**src/rtl/div_ctrl.sv**
```systemverilog
// Iterative 32-bit restoring divider (DIV/DIVU) for the execute stage; one quotient bit per cycle.
// Optional macro DIV_ZERO_DETECT_EN adds a ZERO state that short-circuits a zero divisor.
module div_ctrl (
  input  logic        clk,
  input  logic        resetn,
  input  logic        signed_div_i,
  input  logic [31:0] opdata1_i,
  input  logic [31:0] opdata2_i,
  input  logic        start_i,
  input  logic        annul_i,
  output logic [63:0] result_o,
  output logic        ready_o,
  output logic        stall_o
);

  // Handshake: start_i is a level request held until the result is taken; ready_o marks
  // result_o valid in END, and dropping start_i while ready_o=1 is the acceptance.
  typedef enum logic [1:0] {
    ST_IDLE = 2'd0,
    ST_ON   = 2'd1,
`ifdef DIV_ZERO_DETECT_EN
    ST_END  = 2'd2,
    ST_ZERO = 2'd3
`else
    ST_END  = 2'd2
`endif
  } state_t;

  state_t      r_state;
  state_t      w_next_state;
  logic        w_stall;
  logic [4:0]  r_cnt;
  logic [31:0] r_divisor;
  logic [63:0] r_pr;
  logic        r_neg_q;
  logic        r_neg_r;
  logic [63:0] r_result;
  logic        r_ready;

  logic [31:0] w_op1_abs;
  logic [31:0] w_op2_abs;
  logic [64:0] w_shift;
  logic [32:0] w_sub;
  logic [63:0] w_step;
  logic [31:0] w_quo_fix;
  logic [31:0] w_rem_fix;

  assign w_op1_abs = (signed_div_i && opdata1_i[31]) ? (~opdata1_i + 32'd1) : opdata1_i;
  assign w_op2_abs = (signed_div_i && opdata2_i[31]) ? (~opdata2_i + 32'd1) : opdata2_i;

  // 65-bit partial remainder after the left shift; a clear borrow bit means the trial fits.
  assign w_shift = {r_pr, 1'b0};
  assign w_sub   = w_shift[64:32] - {1'b0, r_divisor};
  assign w_step  = w_sub[32] ? w_shift[63:0] : {w_sub[31:0], w_shift[31:1], 1'b1};

  assign w_quo_fix = r_neg_q ? (~w_step[31:0] + 32'd1) : w_step[31:0];
  assign w_rem_fix = r_neg_r ? (~w_step[63:32] + 32'd1) : w_step[63:32];

  always_ff @(posedge clk or negedge resetn) begin
    if (!resetn) r_state <= ST_IDLE;
    else         r_state <= w_next_state;
  end

  always_comb begin
    w_next_state = r_state;
    w_stall      = 1'b0;
    case (r_state)
      ST_IDLE: begin
        if (start_i && !annul_i) begin
          w_stall = 1'b1;
`ifdef DIV_ZERO_DETECT_EN
          w_next_state = (opdata2_i == 32'd0) ? ST_ZERO : ST_ON;
`else
          w_next_state = ST_ON;
`endif
        end
      end
      ST_ON: begin
        w_stall = 1'b1;
        if (annul_i)              w_next_state = ST_IDLE;
        else if (r_cnt == 5'd31)  w_next_state = ST_END;
      end
`ifdef DIV_ZERO_DETECT_EN
      ST_ZERO: begin
        w_stall      = 1'b1;
        w_next_state = annul_i ? ST_IDLE : ST_END;
      end
`endif
      ST_END: begin
        if (!start_i) w_next_state = ST_IDLE;
      end
      default: w_next_state = ST_IDLE;
    endcase
  end

  always_ff @(posedge clk or negedge resetn) begin
    if (!resetn) begin
      r_cnt     <= '0;
      r_divisor <= '0;
      r_pr      <= '0;
      r_neg_q   <= 1'b0;
      r_neg_r   <= 1'b0;
      r_result  <= '0;
      r_ready   <= 1'b0;
    end else begin
      case (r_state)
        ST_IDLE: begin
          r_ready  <= 1'b0;
          r_result <= '0;
          if (start_i && !annul_i) begin
            r_cnt     <= '0;
            r_divisor <= w_op2_abs;
            r_pr      <= {32'd0, w_op1_abs};
            r_neg_q   <= signed_div_i & (opdata1_i[31] ^ opdata2_i[31]);
            r_neg_r   <= signed_div_i & opdata1_i[31];
          end
        end
        ST_ON: begin
          if (!annul_i) begin
            r_pr  <= w_step;
            r_cnt <= r_cnt + 5'd1;
            if (r_cnt == 5'd31) r_result <= {w_rem_fix, w_quo_fix};
          end
        end
`ifdef DIV_ZERO_DETECT_EN
        ST_ZERO: r_result <= '0;
`endif
        ST_END: begin
          // ready is registered, so it rises one edge after END is entered
          if (start_i) begin
            r_ready <= 1'b1;
          end else begin
            r_ready  <= 1'b0;
            r_result <= '0;
          end
        end
        default: begin
          r_ready  <= 1'b0;
          r_result <= '0;
        end
      endcase
    end
  end

  assign result_o = (r_state == ST_END) ? r_result : 64'd0;
  assign ready_o  = (r_state == ST_END) & r_ready;
  assign stall_o  = w_stall;

endmodule

```
**config.mk**
```make
export PLATFORM = sky130hd
export DESIGN_NAME = div_ctrl
export DESIGN_NICKNAME = d
export VERILOG_FILES = /design/src/rtl/div_ctrl.sv
export SDC_FILE = /design/constraint.sdc
export NUM_CORES = 1
export LEC_CHECK = 0
export BUFFER_PORTS_ARGS = -buffer_cell sky130_fd_sc_hd__buf_2
export CORE_UTILIZATION = 66
export CTS_BUF_LIST = sky130_fd_sc_hd__clkbuf_4
export DETAILED_ROUTE_END_ITERATION = 7
export PLACE_DENSITY = 0.95
export SLEW_MARGIN = 5
export SYNTH_ARGS = -nofsm -noshare
export SYNTH_HDL_FRONTEND = slang
export SYNTH_SLANG_ARGS = --single-unit
```
**constraint.sdc**
```tcl
create_clock -name clk -period 8.7 [get_ports clk]
set_input_delay 0 -clock clk [delete_from_list [all_inputs] [get_ports clk]]
set_output_delay 0 -clock clk [all_outputs]
set_load 0.01 [all_outputs]
```
==> impl_metrics.json <==
{
  "endpoint": "r_result[60]",
  "reg2reg_to": "r_result[60]",
  "grt_use_total": 0.416,
  "period_minus_slack_ns": 5.89,
  "grt_max_degree": 105,
  "die-area_mm2": 0.0191,
  "fin_area_mm2": 0.0142,
  "path_clk_slew_ns": 0.15,
  "synth_enable_flop_cells": 0,
  "netlist_instances": 1524,
  "synth_compound_area_frac": 0.216,
  "post_cts_buffers": 0,
  "vdd_drop_max_uv": 206,
  "drc_errors": 1,
  "cp_num_buf_inv": 3,
  "p_per_area_mw_per_mm2": 305,
  "regArea_mm2": 0.00425,
  "drv_cap": 0,
  "path_cells": "inv_1, ha_1, inv_1, fa_1, a211oi_1, o21a_1, a21boi_2, o2111ai_1, a21oi_2, nor2_8, inv_4, a21oi_1, ha_1, nand2_1, nor3_1, nand2_1, mux2i_1, nand3_2, o41ai_2, xnor2_1, o21ai_1",
  "p_leak_nw": 6.36,
  "syn_area_per_cell_um2": 8.01,
  "finalSetupTns_ns": 0,
  "synth_seq_area_share": 0.348,
  "rr_worst_depth": 21,
  "synth_top_cell_by_area": "dfrtp_1",
  "synthArstFlopShare": 1.00,
  "area_growth_pct": 16.5,
  "cts.sinks": 170,
  "synth-simple-area-share": 0.223,
  "tightest_slew_ns": 1.12,
  "cts_resized": 0,
  "drv_slew": 0,
  "synthTopCellsByArea": "dfrtp_1, o21ai_0, nand2_1",
  "yosys_most_used_dff": "dfrtp_1",
  "final.setup.worst_slack_ns": 2.81,
  "hold_path.class": "in2async",
  "synth_adder_area_share": 0.0406,
  "netlist.area_leader.share": 0.348,
  "timing.reg2reg.setup_slack_ns": 2.81,
  "antenna_found_initial": 3,
  "h-tree-depth": 4,
  "violations": "design-rule violations",
  "finalWeightedCongestion": 1.01,
  "ys_ff_latch": 170,
  "yosys-top-cells-count": "nand2_1, o21ai_0, dfrtp_1, nor2_1, a21oi_1",
  "fin_nets": 1814,
  "postCtsHoldBufs": 99,
  "timing.final.hold_violations": 0,
  "die_h_um": 138,
  "cpLargestDelayFamily": "compound AO/OA/AOI/OAI gates",
  "worst-path-stages": 21,
  "grt_overflow": 0,
  "vias": 12600,
  "drtIter0Drc": 1638,
  "worstSetupPathType": "reg2reg",
  "dp_slack_ns": 3.02,
  "cts_tree": "built",
  "fin_crit_sh": 0.677,
  "required_ns": 9.18,
  "placementRows": 49,
  "synth.most_common_cell": "nand2_1",
  "arrival_ns": 6.37,
  "core_area_mm2": 0.0180,
  "rsz0062_at_grt": "false",
  "clock_path_buffers": 2,
  "clock-root-buffer": "clkbuf_4",
  "synth_nets": 1632,
  "cts-buffers-inserted": 17,
  "synth-xor-area-share": 0.101,
  "firstDrtPassIters": 8,
  "yosys_warnings": 0,
  "endpoint_kind": "flop",
  "start_kind": "flop",
  "synth_area_mm2": 0.0122,
  "wl_mm": 39.1,
  "clock_latency_ns": 0.60,
  "critical-path-max-stage-delay_ns": 0.72,
  "layout-drive-gt1-share": 0.115,
  "dpl_cell_area_mm2": 0.0129,
  "synth_top_family_by_area": "simple AND/OR/NAND/NOR gates",
  "ant_nets": 0,
  "outcome": "finished with violations",
  "grt_pass1_vias": 12100,
  "initial_core_util": 0.678,
  "setup_viol": 0,
  "critPathMaxFanout": 46,
  "maxSlewHeadroom": 0.255,
  "synth.area.mux_share": 0.0299,
  "r2r_start": "r_pr[31]",
  "crit_path_top_delay_cell": "nor2_8",
  "fill_cells": 1158,
  "numPortBuffers": 134,
  "hpwl_mm": 25.5,
  "synth.distinct_cells": 77,
  "wire_per_inst_um": 20.0,
  "viasPerCell": 6.47,
  "multi_input_area_mm2": 0.00747,
  "die_w_um": 138,
  "critPathLaunch": "r_pr[31]",
  "finalClockSkew_ns": 0.0262,
  "ios": 135,
  "max_freq_mhz": 170,
  "grt_first_pass_wirelength_mm": 62.8
}
==> worst min-delay path by stage <==
stage | from | endpoint | slack (ns) | cells past startpoint
final | resetn | r_divisor[20] | 0.06 | 2
after CTS | resetn | r_divisor[20] | 0.07 | 2
after global routing | resetn | r_divisor[27] | 0.15 | 2
after floorplan | resetn | r_cnt[0] | -0.30 | 0
after global placement | resetn | r_divisor[19] | 0.17 | 1
after detailed placement | resetn | r_divisor[20] | 0.17 | 1
==> report_power, final <==
part	leakage (nW)	total [mW]	switching, mW	internal, mW
clock network	0.152	0.492	0.315	0.177
registers	2.26	1.17	0.240	0.925
logic	3.95	2.69	1.71	0.982
==> flip-flops by register name (all words and copies together) (netlist names) <==
| register | cells |
|---|---|
| r_cnt | 5 |
| r_divisor | 32 |
| r_neg_q | 1 |
| r_neg_r | 1 |
| r_pr | 64 |
| r_ready | 1 |
| r_result | 64 |
| r_state | 2 |
==> placed cells by master, fill, tap and decap left out, types with 4 or more instances in the layout <==
cell and instances:
o2111ai_1 4, o21ai_0 215, nand3_1 12, buf_4 8, nand2_1 238, and3_1 5
a22oi_1 10, nor2b_1 8, o211ai_1 6, nor2_1 109, a21o_1 7, and2_1 74
o31a_1 4, o21a_1 4, xor2_1 71, nand4_1 5, dfrtp_1 170, ha_1 38
or4_1 12, a21oi_1 91, a31oi_1 6, o21ai_1 10, inv_1 49, xnor2_1 70
mux2_2 4, nor3_1 35, clkbuf_4 17, o41ai_1 11, buf_2 133, mux2i_1 32
a211oi_1 8, or3_1 17, dlygate4sd3_1 99, o31ai_1 26, nand3b_1 7, nand2b_1 11
nor4_1 18
==> metrics by stage <==
step           utilization  total power [mW]  std cells  hold slack [ns]
2_1_floorplan            -              3.01       1524           -0.296
3_3_place_gp         0.718              3.61       1817            0.165
3_5_place_dp         0.718              3.67       1817            0.169
4_1_cts              0.789              4.20       1947           0.0743
5_1_grt              0.789              4.59       1950            0.150
6_report             0.789              4.34       1950           0.0632
==> logic make-up (layout without fill, tap and decap cells) <==
kind of cell               count (synthesis)  in the layout
and+or+nand+nor                          571            571
adders and majority gates                 39             39
xor gates and xnor gates                 141            141
muxes                                     36             36
buffers and inverters                    128            322
DFF                                      170            170
AOI/OAI and AO/OA                        439            439
other                                      0              3
==> metal layers <==
| layer | GRT usage | up-vias | wire (µm) |
|---|---|---|---|
| met5 | 0 | - | 0 |
| met2 | 0.617 | 918 | 16800 |
| met1 | 0.574 | 5767 | 15600 |
| met3 | 0.0966 | 227 | 4750 |
| met4 | 0.201 | 0 | 1950 |
| li1 | - | 5707 | - |
==> cell type report <==
type,instances,share of cell area
sequential,170,0.299
clock inverter,14,0.0113
multi-input combinational,1226,0.525
antenna,3,0.000528
timing repair buffer,241,0.121
clock buffer,17,0.00897
inverter,50,0.0134
tap,229,0.0201
Note: power is estimated with default switching activity, not from simulation.
